===== config.mk =====
export PLATFORM = sky130hd
export DESIGN_NAME = re_control
export DESIGN_NICKNAME = d
export VERILOG_FILES = /design/src/rtl/re_control_pkg.sv /design/src/rtl/re_readout_fsm.sv /design/src/rtl/re_control.sv
export SDC_FILE = /design/constraint.sdc
export NUM_CORES = 1
export LEC_CHECK = 0
export ABC_CLOCK_PERIOD_IN_PS = 2100
export BUFFER_PORTS_ARGS = -buffer_cell sky130_fd_sc_hd__buf_2
export CAP_MARGIN = 25
export CORE_ASPECT_RATIO = 0.9
export CORE_MARGIN = 3
export CORE_UTILIZATION = 49
export DETAILED_ROUTE_END_ITERATION = 8
export PLACE_DENSITY = 0.75
export RECOVER_POWER = 25
export SYNTH_ARGS = -nofsm -noshare
export SYNTH_HDL_FRONTEND = slang
export SYNTH_SLANG_ARGS = --single-unit

===== constraint.sdc =====
create_clock -name IN_Clock -period 2.1 [get_ports IN_Clock]
set_input_delay 0.105 -clock IN_Clock [delete_from_list [all_inputs] [get_ports IN_Clock]]
set_output_delay 0.105 -clock IN_Clock [all_outputs]
set_load 0.05 [all_outputs]

===== src/rtl/re_control_pkg.sv =====
// re_control_pkg: shared encodings and defaults for the exposure/readout
// controller.
//   - main FSM and readout sub-FSM state encodings (fixed codes, exported on
//     debug pins, so the values must not change)
//   - exposure limits and reset default, plus readout sub-state duration
//   - small helpers describing the readout sequence order
package re_control_pkg;

  localparam int unsigned T_DEFAULT = 10;
  localparam int unsigned T_MIN     = 2;
  localparam int unsigned T_MAX     = 30;
  localparam int unsigned RD_CYCLES = 2;
  localparam int unsigned CT_W      = 5;

  typedef enum logic [1:0] {
    MAIN_IDLE     = 2'b00,
    MAIN_EXPOSURE = 2'b01,
    MAIN_READOUT  = 2'b10,
    MAIN_UNUSED   = 2'b11
  } main_state_t;

  typedef enum logic [2:0] {
    RD_INIT    = 3'b000,
    RD_NRE_1   = 3'b001,
    RD_ADC_1   = 3'b010,
    RD_NOTHING = 3'b011,
    RD_NRE_2   = 3'b100,
    RD_ADC_2   = 3'b101,
    RD_END     = 3'b110,
    RD_UNUSED  = 3'b111
  } rd_state_t;

  // Sub-states that last RD_CYCLES cycles; INIT and END last a single cycle.
  function automatic logic rd_is_timed(input rd_state_t s);
    return (s == RD_NRE_1) || (s == RD_ADC_1) || (s == RD_NOTHING) ||
           (s == RD_NRE_2) || (s == RD_ADC_2);
  endfunction

  function automatic rd_state_t rd_next(input rd_state_t s);
    rd_state_t n;
    case (s)
      RD_INIT:    n = RD_NRE_1;
      RD_NRE_1:   n = RD_ADC_1;
      RD_ADC_1:   n = RD_NOTHING;
      RD_NOTHING: n = RD_NRE_2;
      RD_NRE_2:   n = RD_ADC_2;
      RD_ADC_2:   n = RD_END;
      default:    n = RD_INIT;
    endcase
    return n;
  endfunction

endpackage


===== src/rtl/re_readout_fsm.sv =====
// re_readout_fsm: two-phase pixel readout sequencer.
// Idles in INIT until start, then walks
//   INIT(1) NRE_1 ADC_1 NOTHING NRE_2 ADC_2 (RD_CYCLES each) END(1)
// and returns to INIT.
// Ports:
//   clk, rst_n : clock, asynchronous active-low reset
//   start      : one-cycle request to begin a readout
//   done       : high during the END cycle (sequence finishes on that edge)
//   nre_1      : row-1 readout enable, active low
//   nre_2      : row-2 readout enable, active low
//   adc        : ADC convert strobe, active high
//   state      : current sub-state code
//   timer      : cycle counter inside timed sub-states, 0 elsewhere
module re_readout_fsm
  import re_control_pkg::*;
#(
  parameter int unsigned RD_CYCLES = re_control_pkg::RD_CYCLES
) (
  input  logic       clk,
  input  logic       rst_n,
  input  logic       start,
  output logic       done,
  output logic       nre_1,
  output logic       nre_2,
  output logic       adc,
  output logic [2:0] state,
  output logic [1:0] timer
);

  localparam logic [1:0] TIMER_LAST = 2'(RD_CYCLES - 1);

  rd_state_t  state_q;
  logic [1:0] timer_q;
  logic       running_q;

  // INIT doubles as the parked state: the start edge only arms the sequencer,
  // so INIT is visible for one cycle after the main FSM enters READOUT.
  always_ff @(posedge clk or negedge rst_n) begin
    if (!rst_n) begin
      state_q   <= RD_INIT;
      timer_q   <= '0;
      running_q <= 1'b0;
    end else if (!running_q) begin
      state_q <= RD_INIT;
      timer_q <= '0;
      if (start) begin
        running_q <= 1'b1;
      end
    end else if (state_q == RD_INIT) begin
      state_q <= RD_NRE_1;
      timer_q <= '0;
    end else if (state_q == RD_END) begin
      state_q   <= RD_INIT;
      timer_q   <= '0;
      running_q <= 1'b0;
    end else if (rd_is_timed(state_q)) begin
      if (timer_q == TIMER_LAST) begin
        timer_q <= '0;
        state_q <= rd_next(state_q);
      end else begin
        timer_q <= timer_q + 2'd1;
      end
    end else begin
      state_q   <= RD_INIT;
      timer_q   <= '0;
      running_q <= 1'b0;
    end
  end

  always_comb begin
    done  = running_q && (state_q == RD_END);
    nre_1 = (state_q != RD_NRE_1);
    nre_2 = (state_q != RD_NRE_2);
    adc   = (state_q == RD_ADC_1) || (state_q == RD_ADC_2);
    state = state_q;
    timer = timer_q;
  end

endmodule


===== src/rtl/re_control.sv =====
// re_control: exposure/readout controller for a small image-sensor front end.
// Holds a user-adjustable exposure time and, on an init request, runs
// erase (idle) -> expose -> two-phase readout with ADC strobes.
// Ports:
//   IN_Clock        : system clock, rising edge
//   IN_Reset        : asynchronous active-low reset
//   IN_Init         : capture request, level, sampled in IDLE
//   IN_Exp_increase : exposure +1 request, rising-edge detected, IDLE only
//   IN_Exp_decrease : exposure -1 request, rising-edge detected, IDLE only
//   OUT_NRE_1/2     : row readout enables, active low
//   OUT_ADC         : ADC convert strobe
//   OUT_Expose      : exposure gate
//   OUT_Erase       : pixel erase (high in IDLE)
//   OUT_count_time  : current exposure setting
//   OUT_Main_FSM    : main state code
//   OUT_RD_FSM      : readout sub-state code
//   OUT_RD_timer    : readout sub-state cycle counter
module re_control
  import re_control_pkg::*;
#(
  parameter int unsigned T_DEFAULT = re_control_pkg::T_DEFAULT,
  parameter int unsigned T_MIN     = re_control_pkg::T_MIN,
  parameter int unsigned T_MAX     = re_control_pkg::T_MAX,
  parameter int unsigned RD_CYCLES = re_control_pkg::RD_CYCLES
) (
  input  logic       IN_Clock,
  input  logic       IN_Reset,
  input  logic       IN_Init,
  input  logic       IN_Exp_increase,
  input  logic       IN_Exp_decrease,
  output logic       OUT_NRE_1,
  output logic       OUT_NRE_2,
  output logic       OUT_ADC,
  output logic       OUT_Expose,
  output logic       OUT_Erase,
  output logic [4:0] OUT_count_time,
  output logic [1:0] OUT_Main_FSM,
  output logic [2:0] OUT_RD_FSM,
  output logic [1:0] OUT_RD_timer
);

  localparam logic [CT_W-1:0] CT_DEFAULT = CT_W'(T_DEFAULT);
  localparam logic [CT_W-1:0] CT_MIN     = CT_W'(T_MIN);
  localparam logic [CT_W-1:0] CT_MAX     = CT_W'(T_MAX);

  main_state_t     main_q;
  logic [CT_W-1:0] count_time_q;
  logic [CT_W-1:0] exp_cnt_q;
  logic            inc_q;
  logic            dec_q;
  logic            inc_edge;
  logic            dec_edge;
  logic            rd_start;
  logic            rd_done;

  always_comb begin
    inc_edge = IN_Exp_increase & ~inc_q;
    dec_edge = IN_Exp_decrease & ~dec_q;
    // Last exposure cycle: hand over to the readout sequencer on this edge.
    rd_start = (main_q == MAIN_EXPOSURE) && (exp_cnt_q <= CT_W'(1));
  end

  // Main FSM and exposure down-counter.
  always_ff @(posedge IN_Clock or negedge IN_Reset) begin
    if (!IN_Reset) begin
      main_q    <= MAIN_IDLE;
      exp_cnt_q <= '0;
    end else begin
      case (main_q)
        MAIN_IDLE: begin
          if (IN_Init) begin
            main_q    <= MAIN_EXPOSURE;
            exp_cnt_q <= count_time_q;
          end
        end
        MAIN_EXPOSURE: begin
          if (rd_start) begin
            main_q    <= MAIN_READOUT;
            exp_cnt_q <= '0;
          end else begin
            exp_cnt_q <= exp_cnt_q - CT_W'(1);
          end
        end
        MAIN_READOUT: begin
          if (rd_done) begin
            main_q <= MAIN_IDLE;
          end
        end
        default: begin
          main_q    <= MAIN_IDLE;
          exp_cnt_q <= '0;
        end
      endcase
    end
  end

  // Edge detectors track the buttons in every state; the setting itself only
  // moves in IDLE, and simultaneous edges cancel.
  always_ff @(posedge IN_Clock or negedge IN_Reset) begin
    if (!IN_Reset) begin
      inc_q        <= 1'b0;
      dec_q        <= 1'b0;
      count_time_q <= CT_DEFAULT;
    end else begin
      inc_q <= IN_Exp_increase;
      dec_q <= IN_Exp_decrease;
      if ((main_q == MAIN_IDLE) && (inc_edge != dec_edge)) begin
        if (inc_edge && (count_time_q < CT_MAX)) begin
          count_time_q <= count_time_q + CT_W'(1);
        end else if (dec_edge && (count_time_q > CT_MIN)) begin
          count_time_q <= count_time_q - CT_W'(1);
        end
      end
    end
  end

  re_readout_fsm #(
    .RD_CYCLES(RD_CYCLES)
  ) u_readout (
    .clk   (IN_Clock),
    .rst_n (IN_Reset),
    .start (rd_start),
    .done  (rd_done),
    .nre_1 (OUT_NRE_1),
    .nre_2 (OUT_NRE_2),
    .adc   (OUT_ADC),
    .state (OUT_RD_FSM),
    .timer (OUT_RD_timer)
  );

  always_comb begin
    OUT_Expose     = (main_q == MAIN_EXPOSURE);
    OUT_Erase      = (main_q == MAIN_IDLE);
    OUT_count_time = count_time_q;
    OUT_Main_FSM   = main_q;
  end

endmodule


### After elaboration in Yosys (flattened, before gate mapping)

Index checks and enable logic that the tools add are counted.

| word-level totals | value |
|---|---|
| register bits after elaboration | 20 |
| latch bits | 0 |
| RAM bits | 0 |
| ROM bits | 0 |
| output and inout port bits | 17 |
| word-level logic and storage cells | 77 |
| memories | 0 |

| cells by class | value |
|---|---|
| add/sub/neg operators | 4 |
| multiply operators | 0 |
| divide/modulo/power cells | 0 |
| magnitude comparators | 3 |
| equality and inequality tests | 16 |
| shift operators | 0 |
| multiplexer cells | 25 |
| bitwise logic cells | 5 |
| reduce and logical (&&, ||, !) cells | 16 |

Operators by type and width:

| kind | number |
|---|---|
| 5-bit 2-to-1 mux | 4 |
| 2-bit 2-to-1 mux | 8 |
| 3-bit 2-to-1 mux | 5 |
| 3-bit case mux with 5 select lines | 1 |
| 5-bit case mux with 3 select lines | 1 |
| 5-bit by 1-bit subtractor with 5-bit output (second input constant) | 2 |
| 3-bit equality test (second input constant) | 3 |
| 3-bit by 2-bit equality test with 1-bit output (second input constant) | 2 |
| 2-bit case mux with 3 select lines | 1 |
| 5-bit by 1-bit adder with 5-bit output (second input constant) | 1 |
| 5-bit by 2-bit > comparator with 1-bit output (second input constant) | 1 |
| 5-bit by 1-bit <= comparator with 1-bit output (second input constant) | 1 |
| 1-bit logical AND | 5 |
| 1-bit logical OR | 5 |
| 5-bit < comparator (second input constant) | 1 |
| 1-bit 2-to-1 mux | 5 |
| 5-bit != test (second input constant) | 1 |
| 2-bit by 1-bit equality test with 1-bit output (second input constant) | 2 |
| 2-bit != test (second input constant) | 2 |
| 2-bit AND reduction | 2 |
| 3-bit by 1-bit equality test with 1-bit output (second input constant) | 1 |
| 3-bit logical NOT | 1 |
| 3-bit by 1-bit != test with 1-bit output (second input constant) | 1 |
| 3-bit != test (second input constant) | 1 |
| 9 further kinds | 12 |

### Longest topological paths before layout

Gate-level depths: netlist of run 1.

| logic depth | value |
|---|---|
| depth after elaboration | 9 |
| gate-level depth with buffers | 9 |
| mapped depth without buffers | 9 |

### Hierarchy

From an unflattened synthesis of run 1, not the netlist that was laid out.

| unflattened totals | value |
|---|---|
| cell total of the unflattened synthesis | 125 |
| area, all modules | 1219.9 um2 |

By module, submodules not included:

| module | times used | cells an instance | area an instance (um2) | sequential area each (um2) |
|---|---|---|---|---|
| re_control | 1 | 83 | 825.8 | 352.8 |
| re_readout_fsm | 1 | 42 | 394.1 | 150.1 |

### Worst setup path after synthesis of run 1

No wires, ideal clock.

| timing | value |
|---|---|
| kind | flip-flop to flip-flop |
| start point | register count_time_q[1], in the netlist OUT_count_time[1] |
| end point | register count_time_q[4], in the netlist OUT_count_time[4] |
| arrival time | 2162 ps |
| data required time | 1957 ps |
| slack | -206 ps |
| cell stages (with the launch flop) | 10 |
| buffers on the path | 0 |
| clock period less this slack | 2306 ps |
| cells stage by stage | dfstp_2 > nand4_1 > and2_1 > inv_2 > ha_1 > a21o_1 > a21oi_2 > and3_1 > o211ai_2 > xnor2_1 |

| on the way | value |
|---|---|
| longest elaborated chain between the ends | 4 |

RTL lines:

| what | RTL line | source |
|---|---|---|
| start, declared | re_control.sv:47 | `logic [CT_W-1:0] count_time_q;` |
| start signal, assigned | re_control.sv:109 | `count_time_q <= count_time_q + CT_W'(1);` |
| start signal, assigned | re_control.sv:111 | `count_time_q <= count_time_q - CT_W'(1);` |
| 5-bit < comparator / 5-bit by 2-bit > comparator with 1-bit output (equally long branches) | re_control.sv:108, re_control.sv:110 |  |
| 1-bit logical AND, on equally long branches | re_control.sv:108, re_control.sv:110 |  |
| 2-bit nonzero test (no line) | n/a |  |
| 2-bit AND reduction (no line) | n/a |  |

Several ways; a longest one is shown, not always the timed one. The select of a mux whose other input is x is not followed.
A chain may end at the register's enable or synchronous reset.

### Worst setup path after layout of run 1

| timing | value |
|---|---|
| start point | input IN_Exp_increase |
| end point | register count_time_q[4], in the netlist OUT_count_time[4] |

| on the way | value |
|---|---|
| longest elaborated chain between the ends | 4 |

RTL lines:

| what | RTL line | source |
|---|---|---|
| start, declared | re_control.sv:29 | `input logic IN_Exp_increase,` |
| 1-bit AND * | re_control.sv:57 | `inc_edge = IN_Exp_increase & ~inc_q;` |
| 1-bit logical AND / 1-bit != test (equally long branches) | re_control.sv:108, re_control.sv:107 |  |
| 2-bit nonzero test (no line) / 1-bit logical AND (equally long branches) | n/a |  |
| 2-bit AND reduction (no line) | n/a |  |

Mark *: on every way between the ends. The rest lies on a longest branch, timed or not.

==> results of run 1 <==
==> layout make-up <==
class,instances,area [um^2]
flip-flops and latches,20,509
fillers,186,778
well taps,27,33.8
clock buffers,4,26.3
inverters,9,38.8
multi-input cells,95,697
repair buffers,30,179
==> cells by family (layout without fill, tap and decap cells) <==
group | after synthesis | after routing
fa+ha+maj | 8 | 8
buf+inv | 12 | 43
simple gates | 43 | 43
xor+xnor | 8 | 8
compound gates | 34 | 34
flops | 20 | 20
mux | 2 | 2
==> critical path: stages <==
cell and delay, ns:
dlygate4sd3_1 0.52, buf_2 0.11, nor2b_4 0.15, and2_4 0.18, inv_6 0.05, fa_2 0.35, a21o_1 0.19, a21oi_2 0.15
and3_4 0.19, o211ai_2 0.08, xnor2_1 0.16
==> timing repair <==
| item | in CTS | in global routing |
|---|---|---|
| hold buffers | 3 | 0 |
| gates cloned | 0 | 0 |
| setup endpoints to repair | 1 | 1 |
| endpoints found under the hold margin | 20 | 0 |
| gates resized for setup | 3 | 2 |
| setup buffers | 1 | 1 |
| pin swaps | 2 | 7 |
==> sequential cells by signal, summed over array words and instances, names as in the netlist <==
| name | cells |
|---|---|
| u_readout.timer | 2 |
| OUT_Main_FSM | 2 |
| exp_cnt_q | 5 |
| OUT_count_time | 5 |
| dec_q | 1 |
| inc_q | 1 |
| u_readout.state | 3 |
| u_readout.running_q | 1 |
==> path summary, 6_finish.rpt <==
check	startpoint	to	slack [ns]	cells after the start
max reg2reg	OUT_count_time[1]$_DFFE_PN1P_	OUT_count_time[4]$_DFFE_PN0P_	0.07	9
min reg2reg	OUT_count_time[3]$_DFFE_PN1P_	OUT_count_time[3]$_DFFE_PN1P_	0.53	2
max	IN_Exp_increase	OUT_count_time[4]$_DFFE_PN0P_	0.04	11
max in group asynchronous	IN_Reset	OUT_count_time[2]$_DFFE_PN0P_	0.88	2
min	IN_Init	exp_cnt_q[3]$_DFFE_PN0P_	0.20	4
min in group asynchronous	IN_Reset	OUT_Main_FSM[0]$_DFFE_PN0P_	0.50	2
==> cell usage in the layout, fill, tap and decap left out, types with 2 or more instances in the layout <==
cell type / instances
nor2b_1: 2
nand2_1: 15
clkbuf_4: 3
xnor2_1: 3
a2111oi_0: 2
dlygate4sd3_1: 3
a21oi_1: 6
dfrtp_1: 16
nor2_1: 9
ha_1: 6
a21o_1: 2
a2bb2oi_1: 2
a32oi_1: 2
dfrtp_2: 2
buf_4: 6
nand3_1: 4
buf_2: 20
o21ai_1: 7
clkbuf_1: 2
nor3_1: 4
inv_1: 8
xor2_1: 5
o21ai_0: 2
==> stage by stage <==
step	instance area [um^2]	worst slack (ns)	util
after detailed placement	1400	0.0183	0.617
after CTS	1470	0.00586	0.650
after global routing	1480	-0.0598	0.656
after global placement	1400	0.0837	0.617
final	1480	0.0399	0.656
after floorplan	1240	-0.0534	-
==> per-layer routing <==
metal / share of wire / up-vias / GRT usage / routed length [um]
met5: 0 / - / 0 / 0
met4: 0.0037 / 0 / 0.0425 / 10
met3: 0.040 / 2 / 0.0439 / 107
met2: 0.49 / 23 / 0.314 / 1320
met1: 0.47 / 493 / 0.256 / 1260
li1: - / 514 / - / -
==> run metrics, run 1 <==
post-synthesis compound-gate area fraction 0.211; Clock transition at path regs ~0.11 ns; most frequent cells after synthesis dfrtp_1, nand2_1, nor2_1; Die Y-Extent between 50 and 60 um; mapped cell area 1220 um^2; share of Yosys cell area claimed by the top area cell type 0.370; critical path type input port to flop; Slew Viols, Final 0; first-pass GRT wire length 4.49 mm; proportion of synthesized area in mux cells 0.0206; root buf cell clkbuf_4; worst endpoint required time between 2 and 2.5 ns; Yosys top cell by area dfrtp_1; post-synthesis cell count 127; DR WL/cell around 15 um; Area contributors post-synth dfrtp_1, ha_1, nand2_1, dfstp_2, xor2_1; Syn Nets 140; endpoints failing setup 0; Max Cap Viol 0; synth unique cells 40; diode count 0; Primary FF master, synth dfrtp_1; Synth Area in XOR/XNOR 0.0576; Hold Slack 0.204 ns; outcome finished clean; clk sinks 20; Syn-to-layout area delta 22.0%; Synth Area per Inst roughly 9.6 um^2; Max Clk Rate a little under 0.5 GHz; Core Area ~2300 um^2; Startpoint Class input port; CTS buffer count 3; vias per inst roughly 5.6; antenna violations before repair 0; Setup TNS Final 0 ns; vias 1032; Final HPWL DP about 2.0 mm; Die Area slightly above 3000 um^2; DP Cell Count roughly 180; min-delay worst type input port to flop; maximum fanout along the worst path 6; CP arrival approximately 2.3 ns; clock latency on the worst-skew pair 0.30 ns; setup repair after global routing missed its margin true; CTS tree done; # port buffers 21; number of global-route vias before repair between 900 and 1000; largest net degree at the start of global routing 21; Final Cycle Share 0.981; Seq cells post-synth 20; adder-cell share of the synthesized area 0.0885; largest family of logic cells by synthesized area compound AO/OA/AOI/OAI gates; share of cells above drive strength 1 0.297; post-synthesis sequential area ratio 0.414; Post-Route Skew just over 0.005 ns; final net count around 170; initial core utilization 0.538; Die X 58.5 um; CP Capture Type flop; worst-margin pin slew about 1.1 ns; post-synthesis async set-or-reset flop share 1.00; Max-slew headroom 0.283; Synth Area in Simple Gates 0.169; Initial DRC Count 29; drt first pass iters 4; RD Place Congestion 0.831; num rows 16; CTS Buffer Depth 2; minimum clock period about 2.1 ns; Final ANT Viol Nets 0; Post-Layout Cell Count around 190; H-tree depth 1; drt drc 0; total track usage 0.192; Synth warnings 0; Post-synth EDFFs 0; Fin. Hold Viols 0; I/O pin count 22; most frequent cell after synthesis dfrtp_1; GRT Residual Overflow 0; final wirelength approximately 2.7 mm
Power of run 1 is not shown: default switching activity piles up to over one toggle a cycle in this logic, so the estimate is an artifact.
==> run 2: changes to the inputs <==
Settings changed: ABC_AREA from default to 1.
==> run metrics, run 2 <==
outcome finished clean; Initial DRC Count 29; total track usage 0.198; clock latency on the worst-skew pair around 0.30 ns; most frequent cell after synthesis nand2_1; number of global-route vias before repair ~1200; Slew Viols, Final 0; Hold Slack approximately 0.059 ns; CP arrival roughly 2.1 ns; Syn Nets 191; # port buffers 21; share of cells above drive strength 1 0.173; post-synthesis cell count 178; CTS Buffer Depth 2; antenna violations before repair 0; most frequent cells in the layout nand2_1, inv_1, dfrtp_1, buf_2, nor2_1; first-pass GRT wire length a little under 5 mm; Core Area 2340 um^2; Yosys top cell by area dfrtp_1; drt first pass iters 4; Final HPWL DP 2.10 mm; post-synthesis async set-or-reset flop share 1.00; largest net degree at the start of global routing 21; Startpoint Class flop; diode count 0; maximum fanout along the worst path 6; initial core utilization 0.550; root buf cell clkbuf_4; Synth warnings 0; I/O pin count 22; GRT Residual Overflow 0; critical-path cell list nand2_1 > o21ai_4 > ha_1 > nand2_1 > nand2_1 > nor2_1 > nand2_1 > nand2_1 > nor2_1 > nand2_1 > nand2_1; Synth Area per Inst roughly 7.2 um^2; Power Dens Cells approximately 1700 nW/um^2; worst endpoint required time roughly 2.3 ns; RD Place Congestion roughly 0.90; Multi-input gate area roughly 710 um^2; DR WL/cell roughly 12 um; commonest non-fill, non-tap cell in the layout nand2_1; endpoints failing setup 0; synth unique cells 28; Fillers around 220; Final Cycle Share 0.905; final net count ~220; Fin. Hold Viols 0; Primary FF master, synth dfrtp_1; Worst path max stage delay 0.60 ns; Area contributors post-synth dfrtp_1, nand2_1, ha_1, inv_1, nand3_1; Setup TNS Final 0 ns; min-delay worst type input port to flop; CTS tree done; CTS buffer count 3; mapped cell area ~1300 um^2; Syn-to-layout area delta 17.6%; minimum clock period 1.90 ns; CP Capture Type flop; Pleak ~0.84 nW; Max Clk Rate roughly 0.53 GHz; most frequent cells after synthesis nand2_1, inv_1, dfrtp_1; post-synthesis sequential area ratio 0.390; num rows 16; drt drc 0; Die Area between 3000 and 4000 um^2; Final Util 0.647; Final ANT Viol Nets 0; Die Y-Extent around 55 um; Max Cap Viol 0; vias 1236; critical path type flop to flop; Clock transition at path regs approximately 0.12 ns; most used cell, CP nand2_1; Post-synth EDFFs 0; Die X between 60 and 70 um; Post-Route Skew between 0.005 and 0.006 ns; vias per inst between 5 and 6; share of Yosys cell area claimed by the top area cell type 0.350; VDD IR max between 1 and 1.5 mV; worst-margin pin slew ~1.1 ns; setup repair after global routing missed its margin false; final wirelength 2.93 mm; slowest CP cell dfstp_2; register area around 500 um^2; Max-slew headroom 0.276; H-tree depth 1; clk sinks 20; Seq cells post-synth 20
run 2: what timing repair did:
item | 4_1_cts | 5_1_grt
resized for setup | 0 | 1
endpoints found under the hold margin | 20 | 0
buffers inserted | 0 | 3
hold buffers | 3 | 0
setup endpoints to repair | 0 | 1
run 2: kinds of logic after synthesis:
kind of cell / count (synthesis) / share of synthesized area
xor+xnor: 4 / 0.0272
fa+ha+maj: 8 / 0.0835
compound gates: 15 / 0.0670
simple gates: 109 / 0.367
flops: 20 / 0.390
buf+inv: 22 / 0.0650
run 2: final timing paths:
check / startpoint / slack, ns / cells past startpoint / end
worst min-delay path: IN_Init / 0.06 / 3 / OUT_Main_FSM[0]$_DFFE_PN0P_
worst min register to register: u_readout.timer[0]$_DFF_PN0_ / 0.47 / 1 / u_readout.timer[0]$_DFF_PN0_
max in group asynchronous: IN_Reset / 0.95 / 2 / exp_cnt_q[2]$_DFFE_PN0P_
min in group asynchronous: IN_Reset / 0.51 / 2 / OUT_count_time[4]$_DFFE_PN0P_
worst max register to register: OUT_count_time[3]$_DFFE_PN1P_ / 0.20 / 11 / OUT_count_time[4]$_DFFE_PN0P_
worst max-delay path: OUT_count_time[3]$_DFFE_PN1P_ / 0.20 / 11 / OUT_count_time[4]$_DFFE_PN0P_
run 2: worst max-delay path: cells and delay by family (launching register included):
family	cells	cell delay, ns
and+or+nand+nor	9	0.67
DFF	1	0.60
AOI/OAI and AO/OA	1	0.22
adders and majority gates	1	0.32
run 2: routing by layer:
metal | up-vias | global-route usage | part of all wire
li1 | 624 | - | -
met1 | 568 | 0.232 | 0.45
met2 | 40 | 0.354 | 0.47
met3 | 4 | 0.0401 | 0.058
met4 | 0 | 0.0775 | 0.018
met5 | - | 0 | 0
run 2: through the flow:
step                total power, mW  instance area (um^2)  cells  worst slack, ns
detailed placement             2.24                  1420    225            0.150
global placement               2.19                  1420    225            0.246
floorplan                      1.91                  1290    178           0.0800
CTS                            2.47                  1490    232            0.125
global route                   2.73                  1520    235           0.0395
finish                         2.50                  1520    235            0.199
run 2: cell type report:
cell class                      count  share of cell area
Clock buffer                        4              0.0239
Inverter                           21              0.0520
Multi-Input combinational cell    136               0.468
Sequential cell                    20               0.332
Tap cell                           27              0.0223
Timing Repair Buffer               27               0.102
run 2: report_power, final:
part | internal, mW | switching, mW
sequential | 0.530 | 0.188
combinational | 0.473 | 1.08
clock | 0.106 | 0.121
Power figures use the tool's default switching activity.
